[src/rtl/arc_pkg.sv]
// Shared types and screen defaults for the midpoint circle engine.
package arc_pkg;

    localparam int DEF_SCREEN_W = 160;
    localparam int DEF_SCREEN_H = 120;

    typedef logic signed [9:0] coord_t;
    typedef logic [2:0]        oct_t;

    typedef enum logic [2:0] {
        IDLE,
        INIT,
        PLOT,
        STEP,
        DONE
    } state_t;

endpackage

[src/rtl/arc_octant_map.sv]
// Maps the current (off_x, off_y) offset into one of the eight symmetric
// octant positions and decides whether that pixel is enabled and on screen.
module arc_octant_map
    import arc_pkg::*;
#(
    parameter int SCREEN_W = DEF_SCREEN_W,
    parameter int SCREEN_H = DEF_SCREEN_H
) (
    input  coord_t     cx,
    input  coord_t     cy,
    input  coord_t     off_x,
    input  coord_t     off_y,
    input  oct_t       oct,
    input  logic [7:0] mask,
    output logic [7:0] px,
    output logic [6:0] py,
    output logic       in_bounds_and_enabled
);

    coord_t w_px;
    coord_t w_py;
    logic   w_x_ok;
    logic   w_y_ok;

    always_comb begin
        w_px = cx;
        w_py = cy;
        case (oct)
            3'd0: begin w_px = cx + off_x; w_py = cy + off_y; end
            3'd1: begin w_px = cx + off_y; w_py = cy + off_x; end
            3'd2: begin w_px = cx - off_y; w_py = cy + off_x; end
            3'd3: begin w_px = cx - off_x; w_py = cy + off_y; end
            3'd4: begin w_px = cx - off_x; w_py = cy - off_y; end
            3'd5: begin w_px = cx - off_y; w_py = cy - off_x; end
            3'd6: begin w_px = cx + off_y; w_py = cy - off_x; end
            3'd7: begin w_px = cx + off_x; w_py = cy - off_y; end
            default: begin w_px = cx; w_py = cy; end
        endcase
    end

    // Sign bit clear means non-negative; upper bound is a signed compare.
    assign w_x_ok = !w_px[9] && (w_px < coord_t'(SCREEN_W));
    assign w_y_ok = !w_py[9] && (w_py < coord_t'(SCREEN_H));

    assign in_bounds_and_enabled = mask[oct] && w_x_ok && w_y_ok;
    assign px = w_px[7:0];
    assign py = w_py[6:0];

endmodule

[src/rtl/arc_circle.sv]
// Midpoint circle engine: one octant plot slot per clock, clipped to the
// screen and filtered by octant_mask, with a level start/done handshake.
module arc_circle
    import arc_pkg::*;
#(
    parameter int SCREEN_W = DEF_SCREEN_W,
    parameter int SCREEN_H = DEF_SCREEN_H
) (
    input  logic       clk,
    input  logic       rst,
    input  logic       start,
    input  logic [7:0] centre_x,
    input  logic [6:0] centre_y,
    input  logic [7:0] radius,
    input  logic [2:0] colour,
    input  logic [7:0] octant_mask,
    output logic       done,
    output logic [7:0] vga_x,
    output logic [6:0] vga_y,
    output logic [2:0] vga_colour,
    output logic       vga_plot
);

    state_t     r_state;
    coord_t     r_cx;
    coord_t     r_cy;
    coord_t     r_off_x;
    coord_t     r_off_y;
    coord_t     r_crit;
    oct_t       r_oct;
    logic [7:0] r_radius;
    logic [2:0] r_colour;
    logic [7:0] r_mask;

    logic [7:0] w_px;
    logic [6:0] w_py;
    logic       w_visible;
    logic       w_in_plot;
    coord_t     w_next_x;
    coord_t     w_next_y;
    coord_t     w_next_crit;
    logic       w_crit_le0;

    arc_octant_map #(
        .SCREEN_W(SCREEN_W),
        .SCREEN_H(SCREEN_H)
    ) u_map (
        .cx                    (r_cx),
        .cy                    (r_cy),
        .off_x                 (r_off_x),
        .off_y                 (r_off_y),
        .oct                   (r_oct),
        .mask                  (r_mask),
        .px                    (w_px),
        .py                    (w_py),
        .in_bounds_and_enabled (w_visible)
    );

    assign w_crit_le0 = r_crit[9] || (r_crit == '0);

    always_comb begin
        w_next_y    = r_off_y + coord_t'(1);
        w_next_x    = r_off_x;
        w_next_crit = r_crit + {w_next_y[8:0], 1'b0} + coord_t'(1);
        if (!w_crit_le0) begin
            w_next_x    = r_off_x - coord_t'(1);
            w_next_crit = r_crit + coord_t'({w_next_y - w_next_x, 1'b0}) + coord_t'(1);
        end
    end

    always_ff @(posedge clk or posedge rst) begin
        if (rst) begin
            r_state  <= IDLE;
            r_cx     <= '0;
            r_cy     <= '0;
            r_off_x  <= '0;
            r_off_y  <= '0;
            r_crit   <= '0;
            r_oct    <= '0;
            r_radius <= '0;
            r_colour <= '0;
            r_mask   <= '0;
        end else begin
            case (r_state)
                IDLE: begin
                    if (start) begin
                        r_cx     <= coord_t'({2'b00, centre_x});
                        r_cy     <= coord_t'({3'b000, centre_y});
                        r_radius <= radius;
                        r_colour <= colour;
                        r_mask   <= octant_mask;
                        r_state  <= INIT;
                    end
                end
                INIT: begin
                    r_off_x <= coord_t'({2'b00, r_radius});
                    r_off_y <= '0;
                    r_crit  <= coord_t'(1) - coord_t'({2'b00, r_radius});
                    r_oct   <= '0;
                    r_state <= PLOT;
                end
                PLOT: begin
                    r_oct <= r_oct + oct_t'(1);
                    if (r_oct == oct_t'(7)) begin
                        r_state <= STEP;
                    end
                end
                STEP: begin
                    r_off_x <= w_next_x;
                    r_off_y <= w_next_y;
                    r_crit  <= w_next_crit;
                    r_oct   <= '0;
                    r_state <= (w_next_y <= w_next_x) ? PLOT : DONE;
                end
                DONE: begin
                    if (!start) begin
                        r_state <= IDLE;
                    end
                end
                default: r_state <= IDLE;
            endcase
        end
    end

    // Pixel outputs decode straight from the state registers so the adapter
    // sees the slot in the same cycle, and reset kills the strobe at once.
    assign w_in_plot  = (r_state == PLOT);
    assign vga_plot   = w_in_plot && w_visible;
    assign vga_x      = w_in_plot ? w_px : '0;
    assign vga_y      = w_in_plot ? w_py : '0;
    assign vga_colour = w_in_plot ? r_colour : '0;
    assign done       = (r_state == DONE);

endmodule

[config.mk]
export PLATFORM = sky130hd
export DESIGN_NAME = arc_circle
export DESIGN_NICKNAME = d
export VERILOG_FILES = /design/src/rtl/arc_pkg.sv /design/src/rtl/arc_octant_map.sv /design/src/rtl/arc_circle.sv
export SDC_FILE = /design/constraint.sdc
export NUM_CORES = 1
export LEC_CHECK = 0
export ABC_CLOCK_PERIOD_IN_PS = 5200
export BUFFER_PORTS_ARGS = -buffer_cell sky130_fd_sc_hd__buf_2
export CAP_MARGIN = 20
export CELL_PAD_IN_SITES_DETAIL_PLACEMENT = 1
export CELL_PAD_IN_SITES_GLOBAL_PLACEMENT = 2
export CORE_ASPECT_RATIO = 0.9
export CORE_UTILIZATION = 37
export DETAILED_ROUTE_END_ITERATION = 8
export GPL_TIMING_DRIVEN = 0
export HOLD_SLACK_MARGIN = 0.06
export PLACE_DENSITY = 0.88
export SKIP_LAST_GASP = 1
export SYNTH_ARGS = -nofsm -noshare
export SYNTH_HDL_FRONTEND = slang
export SYNTH_SLANG_ARGS = --single-unit
[constraint.sdc]
create_clock -name clk -period 5.2 [get_ports clk]
set_input_delay 1.04 -clock clk [delete_from_list [all_inputs] [get_ports clk]]
set_output_delay 1.04 -clock clk [all_outputs]
set_load 0.005 [all_outputs]
==> run_results.csv <==
group,metric,value,unit
timing,relSlewSlack,37.7,%
finish,area_growth,20.0,%
worst_setup_path,crit_required,4.16,ns
worst_setup_path,r2r-start,"r_off_y[2]",
finish,drive_above_1_share,22.2,%
worst_hold_path,min_path_type,"reg -> reg",
finish,fin_nets,960,
route,drc,0,
cts,cts_num_sinks,70,
place,gp_congestion,0.888,
worst_setup_path,startpoint,"r_off_y[0]",
global_route,grt_pass1_wl,34500,microns
timing,fmax,197,MHz
cts,cts_tree,"done",
die,start_util,38.1,%
worst_setup_path,cp_max_fo,6,
timing,skew,0.00845,ns
global_route,grt_pass1_vias,6094,
die,fp.dieH,127,microns
finish,fin_util,45.7,%
global_route,grt_max_degree,52,
cts,clock_latency,0.35,ns
cts,ctsHoldBuffers,0,
synth,synth_cells,769,
synth,syn_area,6450,sq um
timing,finalHoldViolCount,0,
worst_setup_path,start_kind,"flop",
route,viasPerCell,5.68,
cts,cts.path.max_buffers,2,
outcome,status,"finished clean",
die,ioPinCount,57,
worst_setup_path,rr_worst_depth,18,
cts,cts_max_level,3,
worst_setup_path,r2r_setup_slack,0.84,ns
worst_setup_path,reg2reg_to,"r_crit[9]",
route,vias,6236,
job,max_cap_violations,0,
worst_hold_path,hold_path_end,"r_colour[2]",
global_route,antenna_found_initial,0,
synth,ys_warn_count,0,
synth,seq_area_frac_synth,27.1,%
timing,period_needed,5.07,ns
worst_setup_path,worst_path_largest_cell_delay,0.53,ns
synth,ys_ff_latch,70,
finish,fin_area,7740,sq um
place,dp_worst_setup_slack,-0.806,ns
cts,cts_buffers,9,
timing,fin_ws,0.131,ns
worst_setup_path,critPathSlowestCell,"or4_1",
die,coreArea,16900,sq um
global_route,gr-total-overflow,0,
place,port_buffers,56,
place,numPlacedInstances,1061,
route,antenna_left,0,
route,firstDrtPassIters,4,
place,place_area,7060,sq um
cts,cts-root-buf,"clkbuf_16",
worst_hold_path,min-delay-start,"r_colour[2]",
timing,worst_pin_slew,0.933,ns
finish,antenna_cells,0,
worst_setup_path,path_cells,"or4_1, buf_2, nand2b_1, a32oi_1, o21ai_2, a21oi_1, nor2_1, a31oi_2, ha_1, nor2_1, nor2_1, and2_1, a21oi_1, xor2_1, a21oi_1, nor4_2, buf_2",
timing,drv_slew,0,
route,wirelength,22000,microns
finish,nFillCells,2036,
place,dp_hpwl,16700,microns
synth,syn_avg_cell_area,8.39,sq um
timing,setup_viol,0,
die,placementRows,45,
worst_setup_path,worstSetupPathType,"reg -> out",
timing,period_share,97.5,%
route,first_iter_violations,529,
worst_setup_path,end_kind,"primary output",
synth,async_reset_ff_share,100,%
global_route,grt_usage,25.1,%
die,die_width,141,microns
finish,finalNonFillerCells,1097,
route,wl_per_cell,20.1,microns
die,die-area,18000,sq um
synth,synth_ff_type,"dfrtp_1",
cts,clk_pin_slew_worst_paths,0.07,ns
synth,synth_nets,871,
synth,synth_edf_count,0,
worst_setup_path,cp.arrival,4.03,ns
synth,yosys.cell_types.count,64,
worst_hold_path,hold_depth,1,
## cell usage in the layout, fill, tap and decap left out, types with 6 or more instances in the layout
master      n
buf_2      59
and2_1     12
nand3_1    15
ha_2        6
buf_4      23
a21o_1     10
xnor2_1    33
o21a_1      6
mux2_2     32
o21bai_1    6
nor3_1     24
ha_1       52
nor2b_1     9
o21ai_1     6
nand2_1    67
a21oi_1    42
inv_1      27
o211ai_1    8
o31ai_1     7
mux2i_1     6
a21boi_0    6
clkbuf_1   30
a21oi_2     6
clkbuf_16   9
nand2b_1    7
o21ai_0    63
dfrtp_1    65
nor2_1     61
a22oi_1    11
xor2_1     24
## per-stage QoR
step           hold WS (ns)  setup TNS [ns]
2_1_floorplan         0.472               0
3_3_place_gp          0.482           -1.35
3_5_place_dp          0.493           -1.58
4_1_cts               0.507               0
5_1_grt               0.523         -0.0771
6_report              0.507               0
## flip-flops by register name, indices dropped and copies added (netlist names)
register / flops
r_state: 3
r_mask: 8
r_cy: 7
r_crit: 10
r_colour: 3
r_off_y: 10
r_oct: 3
r_off_x: 10
r_cx: 8
r_radius: 8
## timing repair
item / in CTS / in global routing
pin swaps: 3 / 13
setup buffers: 6 / 19
resized for setup: 39 / 36
setup endpoints to repair: 9 / 1
## cell usage after synthesis (all sizes together), types with 3 or more instances
library cell,instances,share of area (%)
a21oi,48,3.7
a22oi,11,1.3
inv,34,2.0
nand3,15,1.2
mux4,3,1.0
a21boi,8,0.93
clkbuf,37,2.2
nand2,70,4.1
a222oi,3,0.47
ha,60,12
mux2i,7,1.1
dfrtp,70,27
nor2,63,3.7
a32oi,3,0.41
buf,3,0.21
o211ai,8,0.93
or3,3,0.29
nor3,25,1.9
o21a,6,0.70
nor2b,10,0.97
nand2b,7,0.68
o41ai,4,0.54
fa,5,1.6
nand4,3,0.29
or2,4,0.39
a31oi,6,0.58
a21o,10,1.2
o22ai,5,0.48
o21bai,6,0.70
and3,5,0.48
a22o,5,0.68
o21ai,74,5.7
nor3b,6,0.70
o31ai,7,0.81
a211oi,3,0.43
xor2,25,3.4
xnor2,33,4.5
mux2,32,5.6
and2,12,1.2
## area by class of cell
type,instances,area [sq um],area share [%]
Clock buffer,10,239,3.09
Inverter,35,148,1.91
Multi-Input combinational cell,624,4590,59.3
Tap cell,235,294,3.80
Clock inverter,5,60.1,0.776
Timing Repair Buffer,82,497,6.42
Buffer,36,153,1.97
Sequential cell,70,1760,22.7
## metal layers
layer / GRT usage (%) / wire length, microns / vias to the layer above
met1: 37.0 / 10600 / 3079
met2: 37.1 / 9520 / 180
li1: - / - / 2949
met5: 0 / 0 / -
met4: 6.78 / 340 / 0
met3: 4.99 / 1530 / 28
## worst max-delay path by stage
stage	endpoint	slack, ns	cells after the start
after floorplan	vga_plot	0.47	15
after detailed placement	vga_plot	-0.81	14
after global placement	vga_plot	-0.76	14
after global routing	vga_plot	-0.08	17
after CTS	vga_plot	0.02	20
final	vga_plot	0.13	17
## kinds of logic after synthesis
family                     share of synthesized area, %
and+or+nand+nor                                    17.1
AOI/OAI and AO/OA                                  22.2
buffers and inverters                              4.40
DFF                                                27.1
adders and majority gates                          13.2
xor gates and xnor gates                           8.22
muxes                                              7.72
## worst max-delay path, delay by kind of cell (launching register included)
family | cells | cell delay, ns
flops | 1 | 0.48
fa+ha+maj | 1 | 0.28
simple gates | 7 | 1.34
xor+xnor | 1 | 0.21
compound gates | 6 | 1.03
buf+inv | 2 | 0.32
Power is left out: the tool's default activity adds up to more than one toggle a clock period on the data nets, which glitch-free logic cannot reach.
